**src/rtl/cpu_muldiv_pkg.sv**
```systemverilog
// Shared definitions for the multiply/divide unit: op codes, FSM states, counter width.
package cpu_muldiv_pkg;

  localparam int unsigned OP_W  = 3;
  localparam int unsigned CNT_W = 4;

  localparam logic [OP_W-1:0] OP_NOP   = 3'd0;
  localparam logic [OP_W-1:0] OP_MULT  = 3'd1;
  localparam logic [OP_W-1:0] OP_MULTU = 3'd2;
  localparam logic [OP_W-1:0] OP_MTHI  = 3'd3;
  localparam logic [OP_W-1:0] OP_MTLO  = 3'd4;

  typedef enum logic {
    IDLE = 1'b0,
    WAIT = 1'b1
  } state_t;

endpackage

```
**src/rtl/hilo_unsigned_fix.sv**
```systemverilog
// Converts the signed 32x32 product into the unsigned product when uns is set.
// A negative-looking operand contributes an extra (other operand << 32) term.
module hilo_unsigned_fix
  import cpu_muldiv_pkg::*;
(
  input  logic [63:0] mul_z,
  input  logic [31:0] mul_a,
  input  logic [31:0] mul_b,
  input  logic        uns,
  output logic [63:0] prod
);

  logic [63:0] fix_a;
  logic [63:0] fix_b;

  // Correction terms, all arithmetic modulo 2^64.
  always_comb begin
    fix_a = 64'd0;
    fix_b = 64'd0;
    if (uns && mul_a[31]) fix_a = {mul_b, 32'd0};
    if (uns && mul_b[31]) fix_b = {mul_a, 32'd0};
    prod = mul_z + fix_a + fix_b;
  end

endmodule

```
**src/rtl/hilo_mul_ctrl.sv**
```systemverilog
// Multi-cycle issue controller and HI/LO register pair behind the
// combinational 32x32 signed multiplier.
module hilo_mul_ctrl
  import cpu_muldiv_pkg::*;
#(
  parameter int unsigned MUL_LAT = 2
) (
  input  logic        clk,
  input  logic        reset,
  input  logic        op_valid,
  input  logic [2:0]  op_code,
  input  logic [31:0] rs_val,
  input  logic [31:0] rt_val,
  output logic        op_ready,
  output logic [31:0] mul_a,
  output logic [31:0] mul_b,
  input  logic [63:0] mul_z,
  output logic [31:0] hi,
  output logic [31:0] lo,
  output logic        busy,
  output logic        done
);

  // Settle time must fit the down-counter and be at least one cycle.
  if (MUL_LAT < 1 || MUL_LAT > 15) begin : g_bad_mul_lat
    $error("hilo_mul_ctrl: MUL_LAT must be in 1..15");
  end

  localparam logic [CNT_W-1:0] CNT_INIT = CNT_W'(MUL_LAT - 1);

  state_t            state;
  logic [CNT_W-1:0]  cnt;
  logic              uns;
  logic [63:0]       prod;

  hilo_unsigned_fix u_fix (
    .mul_z (mul_z),
    .mul_a (mul_a),
    .mul_b (mul_b),
    .uns   (uns),
    .prod  (prod)
  );

  // Handshake and stall flags derived from the state register.
  assign op_ready = (state == IDLE) && !reset;
  assign busy     = (state == WAIT);

  // Issue FSM, operand registers and HI/LO pair.
  always_ff @(posedge clk) begin
    if (reset) begin
      state <= IDLE;
      hi    <= 32'd0;
      lo    <= 32'd0;
      mul_a <= 32'd0;
      mul_b <= 32'd0;
      cnt   <= '0;
      uns   <= 1'b0;
      done  <= 1'b0;
    end else begin
      done <= 1'b0;
      case (state)
        IDLE: begin
          if (op_valid) begin
            case (op_code)
              OP_MULT, OP_MULTU: begin
                mul_a <= rs_val;
                mul_b <= rt_val;
                uns   <= (op_code == OP_MULTU);
                cnt   <= CNT_INIT;
                state <= WAIT;
              end
              OP_MTHI: hi <= rs_val;
              OP_MTLO: lo <= rs_val;
              default: ;
            endcase
          end
        end
        WAIT: begin
          if (cnt != '0) begin
            cnt <= cnt - CNT_W'(1);
          end else begin
            hi    <= prod[63:32];
            lo    <= prod[31:0];
            done  <= 1'b1;
            state <= IDLE;
          end
        end
      endcase
    end
  end

endmodule

```
**config.mk**
```make
export PLATFORM = sky130hd
export DESIGN_NAME = hilo_mul_ctrl
export DESIGN_NICKNAME = d
export VERILOG_FILES = /design/src/rtl/cpu_muldiv_pkg.sv /design/src/rtl/hilo_unsigned_fix.sv /design/src/rtl/hilo_mul_ctrl.sv
export SDC_FILE = /design/constraint.sdc
export NUM_CORES = 1
export LEC_CHECK = 0
export BUFFER_PORTS_ARGS = -buffer_cell sky130_fd_sc_hd__buf_2
export CORE_MARGIN = 2
export CORE_UTILIZATION = 40
export CTS_CLUSTER_SIZE = 16
export DETAILED_ROUTE_END_ITERATION = 10
export PLACE_DENSITY = 0.65
export REMOVE_ABC_BUFFERS = 1
export SYNTH_ARGS = -nofsm -noshare
export SYNTH_HDL_FRONTEND = slang
export SYNTH_SLANG_ARGS = --single-unit
```
**constraint.sdc**
```tcl
create_clock -name clk -period 4 [get_ports clk]
set_clock_uncertainty 0.05 [all_clocks]
set_input_delay 0.8 -clock clk [delete_from_list [all_inputs] [get_ports clk]]
set_output_delay 0.8 -clock clk [all_outputs]
set_load 0.03 [all_outputs]
```
== Yosys cells after proc, flatten, opt, wreduce, memory -nomap -nowiden ==
Index checks and enable logic that the tools add are counted.
W data, S select, Z words.

* Input port bits: 134
* Register bits after elaboration: 135
* Logic and storage cells: 52

* Bitwise operators: 1
* Equal/unequal tests: 10
* Add/sub/neg operators: 3
* Mux-type cells: 19
* Reduce and logical (&&, ||, !) cells: 11

{| class="wikitable"
|+ Operators by type and width
! operator !! count
|-
| $mux W32 || 6
|-
| $add A64 B64 Y64 || 2
|-
| $mux W64 || 2
|-
| $pmux W32 S2 || 2
|-
| $mux W4 || 3
|-
| $reduce_and A3 Y1 || 4
|-
| $ne A2 B1 Y1 const B || 4
|-
| $pmux W4 S2 || 1
|-
| $eq A3 B2 Y1 const B || 2
|-
| $mux W1 || 4
|-
| $ne A2 B2 Y1 const B || 2
|-
| $reduce_bool A4 Y1 || 1
|-
| $reduce_or A2 Y1 || 2
|-
| $sub A4 B1 Y4 const B || 1
|-
| $eq A3 B1 Y1 const B || 1
|-
| $eq A3 B3 Y1 const B || 1
|-
| $logic_and A1 B1 Y1 || 3
|-
| $pmux W1 S2 || 1
|-
| $logic_not A1 Y1 || 1
|-
| $not A1 Y1 || 1
|}

== Longest topological paths before layout ==
Gate-level depths: netlist of the first run.

* Depth in word-level cells: 6
* Mapped depth: 15

== Cells and area by module ==
A second synthesis of the first run with hierarchy kept.

* Cells, all modules: 1048
* Area total of the unflattened synthesis: 9083.7 µm²

{| class="wikitable"
|+ Modules (own cells, without submodules)
! module !! cells each !! area an instance (µm²) !! sequential area each (µm²) !! instances
|-
| hilo_mul_ctrl || 684 || 6145.9 || 2702.6 || 1
|-
| hilo_unsigned_fix || 364 || 2937.8 || 0.0 || 1
|}

== Worst setup path before layout of the first run ==
OpenSTA, ideal clock, no wires.

* Path kind: flip-flop to flip-flop
* From: reg mul_b[31]
* To: reg hi[31]
* Buffers on the path: 1
* Arrival: 3.102 ns
* Required time: 3.826 ns
* Library setup time: 0.124 ns
* Stages on the path, launching flop included: 15
* Path slack: 0.724 ns
* Path through: dfxtp_1 > clkbuf_1 > nand3_1 > fa_1 > inv_1 > ha_1 > inv_1 > fa_1 > nor2b_1 > o2111ai_1 > nand2_1 > o21bai_4 > a2111oi_1 > o31ai_1 > nor3b_1

* Cells in the longest elaborated chain, start to end: 5
* Elaborated cells on any way between the ends: 7
* Those cells by class: add/sub: 2; mux: 4; reduce/logical: 1

{| class="wikitable"
|+ Ends and longest elaborated chain
! element !! line !! text
|-
| start, declared || hilo_mul_ctrl.sv:16 || <nowiki>output logic [31:0] mul_b,</nowiki>
|-
| start signal, assigned || hilo_mul_ctrl.sv:67 || <nowiki>mul_b <= rt_val;</nowiki>
|-
| $mux W64 or $logic_and A1 B1 Y1 (tied branches) || hilo_unsigned_fix.sv:20, hilo_unsigned_fix.sv:21 ||
|-
| $add A64 B64 Y64 or $mux W64 (tied branches) || hilo_unsigned_fix.sv:22, hilo_unsigned_fix.sv:21 ||
|-
| $add A64 B64 Y64 * || hilo_unsigned_fix.sv:22 || <nowiki>prod = mul_z + fix_a + fix_b;</nowiki>
|-
| $mux W32 * || hilo_mul_ctrl.sv:79 || <nowiki>if (cnt != '0) begin</nowiki>
|-
| $pmux W32 S2 * || hilo_mul_ctrl.sv:61 || <nowiki>case (state)</nowiki>
|-
| end signal, assigned || hilo_mul_ctrl.sv:72 || <nowiki>OP_MTHI: hi <= rs_val;</nowiki>
|-
| end signal, assigned || hilo_mul_ctrl.sv:82 || <nowiki>hi <= prod[63:32];</nowiki>
|-
| end, declared || hilo_mul_ctrl.sv:18 || <nowiki>output logic [31:0] hi,</nowiki>
|}

Mark *: on every way between the ends. The rest lies on a longest branch, timed or not. The select of a mux whose other input is x is not followed.
A chain may end at the register's enable or synchronous reset.

== Final worst setup path of the first run ==
* From: reg mul_a[31]
* To: reg hi[24]

* Cells in the longest elaborated chain, start to end: 6

{| class="wikitable"
|+ Ends and longest elaborated chain
! element !! line !! text
|-
| start, declared || hilo_mul_ctrl.sv:15 || <nowiki>output logic [31:0] mul_a,</nowiki>
|-
| start signal, assigned || hilo_mul_ctrl.sv:66 || <nowiki>mul_a <= rs_val;</nowiki>
|-
| $logic_and A1 B1 Y1 || hilo_unsigned_fix.sv:20 || <nowiki>if (uns && mul_a[31]) fix_a = {mul_b, 32'd0};</nowiki>
|-
| $mux W64 || hilo_unsigned_fix.sv:20 ||
|-
| $add A64 B64 Y64 (2 in series) || hilo_unsigned_fix.sv:22 ||
|-
| $mux W32 || hilo_mul_ctrl.sv:79 ||
|-
| $pmux W32 S2 || hilo_mul_ctrl.sv:61 ||
|}

Every way passes these cells. The select of a mux whose other input is x is not followed.

==> implementation parameters, run 1 <==
Parameter                              Value

Outcome
  Run status    finished, final reports clean

Placed design
  Placed Cells incl. Taps    1493
  Routability congestion estimate    0.924
  Quantity of I/O buffers inserted on ports    264
  Final HPWL DP    between 20 and 25 mm
  Pre-CTS setup slack    around 290 ps
  Area after detailed placement    9780 um2

Yosys
  Cell area after synthesis    8240 um2
  Flops & latches, synth    approximately 140
  Seq/Total Area, Yosys    32.8%
  YS warnings    0
  Post-synthesis async set-or-reset flop share    0%
  Post-synthesis instance total    1016
  Dominant cells by area after synthesis    sky130_fd_sc_hd__dfxtp_1 33%, sky130_fd_sc_hd__nand2_1 8.2%, sky130_fd_sc_hd__fa_1 7.8%
  Top-area cell type share of the netlist area    32.8%
  Cell type with the largest total area after synthesis    sky130_fd_sc_hd__dfxtp_1
  Number of flops mapped to enable cells by yosys    0
  Leading register cell type out of synthesis    sky130_fd_sc_hd__dfxtp_1
  Post-synthesis average cell area    8.11 um2
  Distinct cells, synth    64

Clock tree
  Num CTS Buffers    17
  CTS hold repair buffers    0
  Deepest level of the CTS H-tree    4
  Total clock sinks    135
  CTS tree    built
  Clock root buffer master    sky130_fd_sc_hd__clkbuf_16
  Clock slew at the register clock pins of the worst setup and hold paths    approximately 60 ps
  Gates resized, CTS repair    0
  Longest Clk Path Bufs    2
  Buffers inserted by post-CTS timing repair    0
  Source-to-sink clock delay at the later pin of the worst-skew pair    ~430 ps

Die
  Total number of placement rows    52
  DIE AREA    ~22000 um2
  Core area    20200 um2
  Die extent in x    148 um
  I/O pin total    265
  Initial cell density of the core    between 40% and 50%
  Chip Height    around 150 um

Power
  Peak supply drop    between 0.2 and 0.3 mV
  Static leakage    4.70 nW
  Power per standard cell area    355 nW/um2
  Power, Total    about 3.7 mW

Setup path
  Required time at the worst-slack endpoint    about 4300 ps
  Crit start category    flop
  RR Startpoint    mul_a[31]
  Worst reg-to-reg setup slack    240 ps
  Critical Path Sink Type    flop
  Worst flop-to-flop path endpoint    hi[24]
  Critical Path Fanout Max    17
  Crit path capture    hi[24]
  WP data arrival    4040 ps
  Cell count of the worst reg-to-reg path    11
  Timing startpoint of the critical path    mul_a[31]
  Start-to-end type of the worst setup path    flop to flop

Routing
  Routed len/inst    17.7 um
  Via total after detailed routing    between 8000 and 9000
  Remaining number of nets flagged by the antenna check after routing    0
  Detailed-route wire length    27.0 mm
  First DRT Iteration DRCs    approximately 460
  Remaining routing DRC violations    0
  Via count normalized by instance count    5.33
  1st-pass router iterations    5

STA
  WHS    398 ps
  Final critical-path setup slack    ~240 ps
  Worst slew margin    49.7%
  Pins over their slew limit    0
  Highest Clock Rate    about 270 MHz
  Final critical path time including I/O delays and setup    roughly 3800 ps
  Setup repair after global routing missed its margin    false
  Final hold viol count    0
  Setup-violating endpoint count in the final report    0
  Final-layout setup total negative slack    0 ps
  Share of the clock period used by the worst path    94.0%
  Transition time of the tightest slew-check pin    754 ps

Job
  # Max-Cap Violations    0

Layout
  Final nets    1440
  Post-route core utilization    51.2%
  Area growth from synthesis to final layout    25.7%
  Non-filler cells in the finished layout    approximately 1500
  Most frequent standard cell in the layout excluding fill and tap cells    sky130_fd_sc_hd__buf_2
  Post-Layout Inst Area    10400 um2
  Commonest cells after routing, fill and taps aside    263 x sky130_fd_sc_hd__buf_2, 179 x sky130_fd_sc_hd__nand2_1, 133 x sky130_fd_sc_hd__dfxtp_1, 117 x sky130_fd_sc_hd__a21oi_1, 87 x sky130_fd_sc_hd__nor2_1
  Share of cells above drive strength 1    between 20% and 30%
  Antenna Diode Count    0

Global route
  Number of antenna violations at the first check in global routing    0
  Remaining global-route overflow    0
  Via count of the first global-routing pass    7739
  First-pass GRT wire length    42.6 mm
  Largest net degree at the start of global routing    between 40 and 50
  All-Layer GR Usage    roughly a quarter

Worst hold path
  Type of the tightest min-delay check    flop to flop
  Hold wc startpoint    hi[10]
layer usage:
metal  vias up  GRT usage [%]  share of wire, %
met5         -              0                 0
met2       241           38.5                45
li1       4034              -                 -
met3        37           4.75               5.4
met1      3823           34.8                47
met4         0           7.84               2.3
critical path, cell delays in order (launching register included):
cell and delay, ps:
sky130_fd_sc_hd__dfxtp_1 720, sky130_fd_sc_hd__buf_4 250, sky130_fd_sc_hd__and3_1 160, sky130_fd_sc_hd__fa_1 410
sky130_fd_sc_hd__ha_1 390, sky130_fd_sc_hd__a21oi_1 200, sky130_fd_sc_hd__o21ai_0 150, sky130_fd_sc_hd__a221oi_1 530
sky130_fd_sc_hd__o21bai_1 140, sky130_fd_sc_hd__a31oi_1 190, sky130_fd_sc_hd__xor2_1 110, sky130_fd_sc_hd__a2111oi_2 340
report_power, final:
group / total, mW / internal (mW) / leakage [nW] / switching (mW)
clock network: 1.56 / 0.914 / 0.267 / 0.644
logic: 0.649 / 0.218 / 3.33 / 0.431
registers: 1.47 / 1.42 / 1.10 / 0.0501
total: 3.67 / 2.55 / 4.70 / 1.13
synthesized netlist by cell type (all sizes together), types with 12 or more instances:
cell / n
nand2: 183
clkbuf: 53
a21oi: 119
and3: 63
nor2b: 15
nor2: 88
a211oi: 43
nand3: 12
nor3b: 12
ha: 32
dfxtp: 135
mux2i: 27
fa: 32
xor2: 12
xnor2: 13
inv: 15
o21ai: 26
buf: 21
nor3: 20
worst min path at each step:
stage	end	slack, ps	depth (start not counted)
2_1_floorplan	cnt[0]	430	2
3_3_place_gp	hi[10]	390	2
3_5_place_dp	hi[10]	390	2
4_1_cts	hi[10]	400	2
5_1_grt	hi[10]	410	2
6_report	hi[10]	400	2
area by class of cell:
cell class              count  area [um2]
inverters                  15        56.3
clock buffers              20         468
repair buffers            281        1490
fillers                  1990        9870
well taps                 270         338
clock inverters            12         119
multi-input cells         792        5190
flip-flops and latches    135        2710
cells by family after synthesis:
logic type / share of synthesized area, %
compound gates: 19.7
xor+xnor: 2.66
fa+ha+maj: 12.6
buf+inv: 4.36
flops: 32.8
mux: 3.28
simple gates: 24.6
state kept, by name, indices dropped and copies added, names as in the netlist:
| signal | cells |
|---|---|
| mul_a | 32 |
| hi | 32 |
| done | 1 |
| mul_b | 32 |
| busy | 1 |
| lo | 32 |
| cnt | 4 |
| uns | 1 |
(Power assumes the default switching activity.)
==> inputs of run 2 (changes only) <==
Settings changed: CORE_ASPECT_RATIO set to 2, CORE_UTILIZATION 40 to 45, PLACE_DENSITY 0.65 to 0.71.
==> implementation parameters, run 2 (same netlist as run 1, synthesis figures left out) <==
Parameter                              Value

Setup path
  Largest incremental delay on the critical path    440 ps
  Required time at the worst-slack endpoint    4270 ps
  Worst reg-to-reg setup slack    between 300 and 400 ps
  WP data arrival    3870 ps
  Crit start category    flop
  Slowest stage cell, crit path    sky130_fd_sc_hd__fa_1
  RR Startpoint    uns
  Worst flop-to-flop path endpoint    hi[26]
  Total buffers and inverters traversed by the critical path    2
  Critical Path Sink Type    flop
  Cell class contributing the biggest share of worst-path delay    simple AND/OR/NAND/NOR gates
  Cell count of the worst reg-to-reg path    12
  Start-to-end type of the worst setup path    flop to flop
  Critical Path Fanout Max    27
  Series of cell instances along the critical path    buf_4, buf_4, and3_1, fa_1, ha_1, a21oi_2, nand2_1, nor3_2, nor3_2, o31ai_2, xnor2_1, o31a_1

Global route
  Largest net degree at the start of global routing    58
  First-pass GRT wire length    44.5 mm
  Remaining global-route overflow    0
  All-Layer GR Usage    a little under 30%
  Via count of the first global-routing pass    8371
  Number of antenna violations at the first check in global routing    1

Die
  I/O pin total    ~270
  Core area    18100 um2
  Initial cell density of the core    45.5%
  DIE AREA    between 15000 and 20000 um2
  Die extent in x    between 90 and 100 um
  Chip Height    195 um
  Total number of placement rows    70

Placed design
  Final HPWL DP    22.4 mm
  Quantity of I/O buffers inserted on ports    264
  Placed Cells incl. Taps    1447
  Routability congestion estimate    0.948

Routing
  Remaining routing DRC violations    0
  1st-pass router iterations    5
  First DRT Iteration DRCs    298
  Remaining number of nets flagged by the antenna check after routing    0
  Via total after detailed routing    ~8400
  Detailed-route wire length    29.1 mm
  Routed len/inst    19.8 um
  Via count normalized by instance count    5.67

STA
  Pins over their slew limit    0
  Final critical path time including I/O delays and setup    3600 ps
  Worst slew margin    35.5%
  Setup repair after global routing missed its margin    false
  Share of the clock period used by the worst path    90.1%
  Final hold viol count    0
  WHS    around 400 ps
  Setup-violating endpoint count in the final report    0
  Transition time of the tightest slew-check pin    roughly 970 ps
  Highest Clock Rate    ~280 MHz

Layout
  Commonest cells after routing, fill and taps aside    263 x sky130_fd_sc_hd__buf_2, 179 x sky130_fd_sc_hd__nand2_1, 133 x sky130_fd_sc_hd__dfxtp_1, 117 x sky130_fd_sc_hd__a21oi_1, 87 x sky130_fd_sc_hd__nor2_1
  Most frequent standard cell in the layout excluding fill and tap cells    sky130_fd_sc_hd__buf_2
  Share of cells above drive strength 1    26.9%
  Final nets    1448
  Non-filler cells in the finished layout    1475
  Area growth from synthesis to final layout    25.0%

Clock tree
  Total clock sinks    135
  Clock slew at the register clock pins of the worst setup and hold paths    around 60 ps
  Source-to-sink clock delay at the later pin of the worst-skew pair    430 ps
  Buffers inserted by post-CTS timing repair    0
  CTS tree    built
  Longest Clk Path Bufs    2
  Gates resized, CTS repair    0
  CTS hold repair buffers    0
  Deepest level of the CTS H-tree    4
  Num CTS Buffers    17
  Clock root buffer master    sky130_fd_sc_hd__clkbuf_16

Worst hold path
  Endpoint, Worst Hold    hi[0]
  Hold wc startpoint    hi[0]
  Type of the tightest min-delay check    flop to flop
  Hold Path Depth    2

Job
  # Max-Cap Violations    0

Power
  Static leakage    around 4.7 nW
  Peak supply drop    0.264 mV
  Power per standard cell area    347 nW/um2

Outcome
  Run status    finished, final reports clean
## run 2: worst register-to-register path, cell delays in order, from the launching register on
cell and delay [ps]:
sky130_fd_sc_hd__dfxtp_2 350, sky130_fd_sc_hd__buf_4 270, sky130_fd_sc_hd__buf_4 200, sky130_fd_sc_hd__and3_1 180, sky130_fd_sc_hd__fa_1 440, sky130_fd_sc_hd__ha_1 420
sky130_fd_sc_hd__a21oi_2 270, sky130_fd_sc_hd__nand2_1 160, sky130_fd_sc_hd__nor3_2 390, sky130_fd_sc_hd__nor3_2 140, sky130_fd_sc_hd__o31ai_2 270, sky130_fd_sc_hd__xnor2_1 130
sky130_fd_sc_hd__o31a_1 250
## run 2: report_power, final
part	internal [mW]	switching [mW]	leakage (nW)
combinational	0.223	0.441	3.37
clock	0.863	0.583	0.260
sequential	1.42	0.0512	1.10
total	2.50	1.07	4.73
## run 2: area by class of cell
type / instances / area, um2
Inverter: 15 / 56.3
Clock inverter: 6 / 55.1
Timing Repair Buffer: 289 / 1560
Fill cell: 1786 / 7830
Multi-Input combinational cell: 792 / 5190
Clock buffer: 21 / 460
Sequential cell: 135 / 2710
Tap cell: 216 / 270
Antenna cell: 1 / 2.50
## run 2: per-layer routing
metal	routed length (um)	GRT usage [%]	vias to the layer above
li1	-	-	4037
met1	9810	28.3	3949
met2	16700	58.1	293
met3	1060	4.44	86
met4	1580	17.1	0
met5	0	0	-
## run 2: worst max path at each step
stage / cells past startpoint / end / startpoint
2_1_floorplan: 4 / lo[13] / busy
3_3_place_gp: 10 / hi[24] / mul_z[47]
3_5_place_dp: 10 / hi[24] / mul_z[50]
4_1_cts: 11 / hi[24] / mul_a[31]
5_1_grt: 11 / hi[24] / mul_a[31]
6_report: 12 / hi[26] / uns
## run 2: through the flow
stage / TNS (ps) / utilization, % / setup slack [ps] / power [mW] / instance area [um2]
2_1_floorplan: -9680 / - / -306 / 1.87 / 7940
3_3_place_gp: 0 / 54.0 / 385 / 2.15 / 9780
3_5_place_dp: 0 / 54.0 / 225 / 2.16 / 9780
4_1_cts: 0 / 56.8 / 411 / 3.60 / 10300
5_1_grt: 0 / 56.8 / 186 / 3.71 / 10300
6_report: 0 / 56.8 / 398 / 3.58 / 10300
